`src/rtl/apb_i2c_pkg.sv`:
```
// Shared constants and types for the APB-to-I2C bridge and its FIFOs.
package apb_i2c_pkg;

    localparam int APB_DWIDTH    = 32;
    localparam int FIFO_AWIDTH   = 4;
    localparam int FIFO_AF_LEVEL = 12;

    typedef logic [FIFO_AWIDTH:0]  fifo_level_t;
    typedef logic [APB_DWIDTH-1:0] apb_word_t;

endpackage

```
`src/rtl/apb_i2c_fifo_mem.sv`:
```
// 2**AWIDTH x DWIDTH register array: one synchronous write port, one asynchronous read port.
module apb_i2c_fifo_mem #(
    parameter int DWIDTH = 32,
    parameter int AWIDTH = 4
) (
    input  logic              clk,
    input  logic              we,
    input  logic [AWIDTH-1:0] waddr,
    input  logic [DWIDTH-1:0] wdata,
    input  logic [AWIDTH-1:0] raddr,
    output logic [DWIDTH-1:0] rdata
);

    logic [DWIDTH-1:0] mem_r [(1 << AWIDTH)];

    // Storage write; contents are deliberately not reset.
    always_ff @(posedge clk) begin
        if (we) begin
            mem_r[waddr] <= wdata;
        end
    end

    assign rdata = mem_r[raddr];

endmodule

```
`src/rtl/apb_i2c_fifo.sv`:
```
// First-word-fall-through FIFO between the APB-to-I2C bridge and the I2C core.
// Optional macro FIFO_ERR_DETECT_EN adds the sticky ERROR flag and its ERR_CLR input.
module apb_i2c_fifo
    import apb_i2c_pkg::*;
#(
    parameter int DWIDTH   = APB_DWIDTH,
    parameter int AWIDTH   = FIFO_AWIDTH,
    parameter int AF_LEVEL = FIFO_AF_LEVEL
) (
    input  logic              PCLK,
    input  logic              PRESET,
    input  logic              WR_ENA,
    input  logic [DWIDTH-1:0] WR_DATA,
    input  logic              RD_ENA,
    output logic [DWIDTH-1:0] RD_DATA,
    output logic              FULL,
    output logic              EMPTY,
    output logic              ALMOST_FULL,
    output logic [AWIDTH:0]   LEVEL
`ifdef FIFO_ERR_DETECT_EN
    ,
    output logic              ERROR,
    input  logic              ERR_CLR
`endif
);

    localparam int              DEPTH    = 1 << AWIDTH;
    localparam logic [AWIDTH:0] FULL_LVL = DEPTH[AWIDTH:0];
    localparam logic [AWIDTH:0] AF_LVL   = AF_LEVEL[AWIDTH:0];
    localparam logic [AWIDTH:0] LVL_ZERO = {(AWIDTH+1){1'b0}};
    localparam logic [AWIDTH:0] LVL_ONE  = {{AWIDTH{1'b0}}, 1'b1};
    localparam logic [AWIDTH-1:0] PTR_ZERO = {AWIDTH{1'b0}};
    localparam logic [AWIDTH-1:0] PTR_ONE  = {{(AWIDTH-1){1'b0}}, 1'b1};

    logic [AWIDTH-1:0] wr_ptr_r;
    logic [AWIDTH-1:0] rd_ptr_r;
    logic [AWIDTH:0]   level_r;
    logic [AWIDTH:0]   level_next_s;
    logic              empty_r;
    logic              full_r;
    logic              afull_r;
    logic              wr_acc_s;
    logic              rd_acc_s;
    logic [DWIDTH-1:0] mem_rdata_s;

    apb_i2c_fifo_mem #(
        .DWIDTH (DWIDTH),
        .AWIDTH (AWIDTH)
    ) u_mem (
        .clk   (PCLK),
        .we    (wr_acc_s),
        .waddr (wr_ptr_r),
        .wdata (WR_DATA),
        .raddr (rd_ptr_r),
        .rdata (mem_rdata_s)
    );

    // Accept decisions and next occupancy; a pop frees room for a push into a full FIFO.
    always_comb begin
        rd_acc_s     = RD_ENA && !empty_r;
        wr_acc_s     = WR_ENA && (!full_r || rd_acc_s);
        level_next_s = level_r;
        if (wr_acc_s && !rd_acc_s) begin
            level_next_s = level_r + LVL_ONE;
        end else if (rd_acc_s && !wr_acc_s) begin
            level_next_s = level_r - LVL_ONE;
        end else begin
            level_next_s = level_r;
        end
    end

    // Pointers, occupancy and flags; flags are registered copies of the level decode.
    always_ff @(posedge PCLK or posedge PRESET) begin
        if (PRESET) begin
            wr_ptr_r <= PTR_ZERO;
            rd_ptr_r <= PTR_ZERO;
            level_r  <= LVL_ZERO;
            empty_r  <= 1'b1;
            full_r   <= 1'b0;
            afull_r  <= 1'b0;
        end else begin
            if (wr_acc_s) begin
                wr_ptr_r <= wr_ptr_r + PTR_ONE;
            end
            if (rd_acc_s) begin
                rd_ptr_r <= rd_ptr_r + PTR_ONE;
            end
            level_r <= level_next_s;
            empty_r <= (level_next_s == LVL_ZERO);
            full_r  <= (level_next_s == FULL_LVL);
            afull_r <= (level_next_s >= AF_LVL);
        end
    end

    // Head word is combinational so the bridge can return it in the same APB access.
    assign RD_DATA     = empty_r ? {DWIDTH{1'b0}} : mem_rdata_s;
    assign EMPTY       = empty_r;
    assign FULL        = full_r;
    assign ALMOST_FULL = afull_r;
    assign LEVEL       = level_r;

`ifdef FIFO_ERR_DETECT_EN
    logic ovf_s;
    logic unf_s;
    logic error_r;

    // Overflow is only a push into a full FIFO that no same-cycle pop relieves.
    always_comb begin
        ovf_s = WR_ENA && full_r && !rd_acc_s;
        unf_s = RD_ENA && empty_r;
    end

    // Sticky error; a new event takes priority over a clear request.
    always_ff @(posedge PCLK or posedge PRESET) begin
        if (PRESET) begin
            error_r <= 1'b0;
        end else if (ovf_s || unf_s) begin
            error_r <= 1'b1;
        end else if (ERR_CLR) begin
            error_r <= 1'b0;
        end else begin
            error_r <= error_r;
        end
    end

    assign ERROR = error_r;
`endif

endmodule

```
`config.mk`:
```
export PLATFORM = sky130hd
export DESIGN_NAME = apb_i2c_fifo
export DESIGN_NICKNAME = d
export VERILOG_FILES = /design/src/rtl/apb_i2c_pkg.sv /design/src/rtl/apb_i2c_fifo_mem.sv /design/src/rtl/apb_i2c_fifo.sv
export SDC_FILE = /design/constraint.sdc
export NUM_CORES = 1
export LEC_CHECK = 0
export ABC_CLOCK_PERIOD_IN_PS = 4600
export CELL_PAD_IN_SITES_DETAIL_PLACEMENT = 1
export CELL_PAD_IN_SITES_GLOBAL_PLACEMENT = 2
export CORE_AREA = 2 2 230 232
export DETAILED_ROUTE_END_ITERATION = 10
export DIE_AREA = 0 0 232 234
export GPL_TIMING_DRIVEN = 0
export PLACE_DENSITY = 0.74
export SLEW_MARGIN = 30
export SYNTH_ARGS = -nofsm -noshare
export SYNTH_HDL_FRONTEND = slang
export SYNTH_SLANG_ARGS = --single-unit
```
`constraint.sdc`:
```
create_clock -name PCLK -period 4.6 [get_ports PCLK]
set_input_delay 1.38 -clock PCLK [delete_from_list [all_inputs] [get_ports PCLK]]
set_output_delay 1.38 -clock PCLK [all_outputs]
set_load 0.01 [all_outputs]
```
==> reports/metrics.cfg, run 1 <==
[status]
run_status=finished, final reports clean

[setup_path]
cp.arrival_ps=3150
path_class=register to primary output
path_cells=nand2b_1 > clkbuf_2 > clkbuf_2 > o22ai_1 > clkdlybuf4s50_1
required_ps=3220
worstSetupEndpointType=primary output
crit_family=buffers and inverters
path_common_cell=clkbuf_2
path_depth=5
slowest_delay_ps=660
worstRegToRegCells=8
crit_slowest_cell=dfstp_2
path_buf_inv=3
cp_max_fo=10
r2r_slack_ps=1800
worst_setup_path_start_kind=register
r2r-end=u_mem.mem_r[2][18]
r2r_start=EMPTY

[synth]
syn_area_per_cell_um2=21.86
yosysWarnings=0
yosys.area.top_type=edfxtp_1
synth_cells=937
synth_edf_count=512
syn_area_mm2=0.02049
synth_area_leaders=edfxtp_1 (75%), mux4_2 (13%), mux2i_1 (3.1%)
synth_ff_type=edfxtp_1
synth_nets=980
ys_seq_area_frac=0.7701
ys_ff_latch=528
async_flop_share=0.03030
yosysTopAreaCellShare=0.7505
ys_types=49

[detailed_routing]
wl_met2_mm=23.96
wl_met1_mm=21.93
drt-initial-drc-count=876
drcViolationCount=0
drt-wirelength-per-cell_um=26.96
vias=10080
topRoutingLayerUsed=met5
avgViaCountPerCell=5.485
dr.pass1.iters=5
routed_wl_mm=49.53
wl_met3_mm=2.562
ant_nets=0

[timing]
slew_violations=0
setup_viol=0
maxSlewHeadroom=0.3600
setup_tns_ps=0
fmax_mhz=220.8
min_period_ps=4529
worst_pin_slew_ps=960.0
hold_violations=0
min_period_over_period=0.9846
worst_slack_ps=70.81
finalClockSkew_ps=14.67

[final_layout]
drive_gt1_frac=0.2594
antennaDiodeCount=0
fin_nets=1147
area_growth_pct=21.87

[placement]
pre_cts_slack_ps=10.95
place.gp.congestion=0.7144
dp_hpwl_mm=31.99
port_buffers=75

[floorplanning]
io_pins=76
die_area_mm2=0.05429
core_mm2=0.05202
start_util=0.3938
die_height_um=234
die_w_um=232
rows=84

[power]
power_density_mw_per_mm2=638.9
irDropWorstVdd_v=0.0004535
power_uw=15950
p_leak_uw=0.008108

[clock_tree]
clk_latency_ps=610
htree_levels=2
ctsHoldBuffers=0
cts_buffers=54
ctsRootBufferMaster=clkbuf_16
cts_tree=yes
clkTransAtPathRegs_ps=60
clockBufferDepth=3
cts.sinks=528

[global_routing]
antenna_found_initial=3
grtUsageTotal=0.1883
grt_pass1_vias=10830
grt_pass1_wl_mm=73.51
grt_start_max_net_pins=19
grt-ovfl-total=0

[job]
cap_viol_max_count=0

[hold_path]
worst_hold_path_type=register to register
hold_depth=1
whs_endpoint=LEVEL[0]
worstHoldStart=LEVEL[0]

-- cell usage after synthesis, drive strengths merged, types with 9 or more instances --
library cell  instances
a221o                 9
clkbuf               12
nand2                21
and3                  9
o22ai                20
mux4                115
nor2                 18
dfrtp                15
mux2i                64
a22oi                 9
a22o                  9
buf                  38
edfxtp              512
-- layout by cell type, fill, tap and decap left out, drive strengths merged, types with 7 or more instances in the layout --
cell | netlist | routed
mux2i | 64 | 64
xnor2 | 7 | 7
clkinv | 0 | 23
clkbuf | 12 | 79
inv | 7 | 9
a22oi | 9 | 9
edfxtp | 512 | 512
and3 | 9 | 9
clkdlybuf4s50 | 0 | 75
a22o | 9 | 9
bufinv | 0 | 8
nor2 | 18 | 18
nand2 | 21 | 21
ha | 7 | 7
buf | 38 | 73
o22ai | 20 | 20
a221o | 9 | 9
nand2b | 7 | 7
mux4 | 115 | 115
dfrtp | 15 | 15
-- stage by stage --
step                  util  hold WS (ps)  instances  instance area, um2
floorplan                -         493.1        937               20510
global placement    0.4252         575.4       1700               22120
detailed placement  0.4435         590.6       1739               23070
CTS                 0.4792         601.0       1839               24930
global route        0.4799         623.3       1837               24970
finish              0.4799         593.8       1837               24970
-- repair_timing --
item                                    in CTS  in global routing
gates resized for setup                     22                 19
buffers inserted                             0                  0
endpoints found under the hold margin        0                  0
endpoints found under the setup margin      32                 22
gates cloned                                 0                  0
-- power breakdown --
group | total (uW) | switching (uW) | internal, uW
Sequential | 5970 | 160 | 5810
Combinational | 5510 | 2920 | 2590
Clock | 4470 | 1830 | 2640
Total | 16000 | 4910 | 11000
-- worst max path at each step --
stage | end | start | slack [ps]
final | RD_DATA[28] | EMPTY | 70
after global routing | RD_DATA[13] | rd_ptr_r[0] | -4
after CTS | RD_DATA[17] | rd_ptr_r[3] | 1
after detailed placement | RD_DATA[29] | EMPTY | 10
after global placement | u_mem.mem_r[15][15] | RD_ENA | -1880
after floorplan | u_mem.mem_r[15][0] | RD_ENA | 720
-- cell type report --
| class | count | area, um2 |
|---|---|---|
| inverters | 7 | 26.28 |
| fillers | 4705 | 27060 |
| well taps | 688 | 860.8 |
| multi-input cells | 352 | 4538 |
| clock inverters | 35 | 385.4 |
| clock buffers | 66 | 1418 |
| repair buffers | 114 | 1588 |
| plain buffers | 47 | 375.4 |
| flip-flops and latches | 528 | 15780 |
-- state kept, by name (all words and copies together) (netlist names) --
register,cells
FULL,1
wr_ptr_r,4
EMPTY,1
LEVEL,5
rd_ptr_r,4
ALMOST_FULL,1
u_mem.mem_r,512
-- cell families (layout without fill, tap and decap cells) --
logic type	Yosys count	count (layout)	synth area share
fa+ha+maj	7	7	0.004275
buf+inv	57	269	0.01600
simple gates	88	88	0.02229
mux	179	179	0.1577
flops	528	528	0.7701
compound gates	71	71	0.02669
xor+xnor	7	7	0.002993
-- routing by layer --
metal / vias to the layer above / track usage
met5: - / 0
met4: 6 / 0.05649
met3: 68 / 0.03769
met2: 270 / 0.3002
met1: 5434 / 0.2635
li1: 4298 / -
Power figures use the tool's default switching activity.
==> run 2: changes to the inputs <==
Settings changed: ABC_CLOCK_PERIOD_IN_PS 4600 to unset.
==> results of run 2 <==
No change in the layout: final DEF, timing and power equal those of run 1.
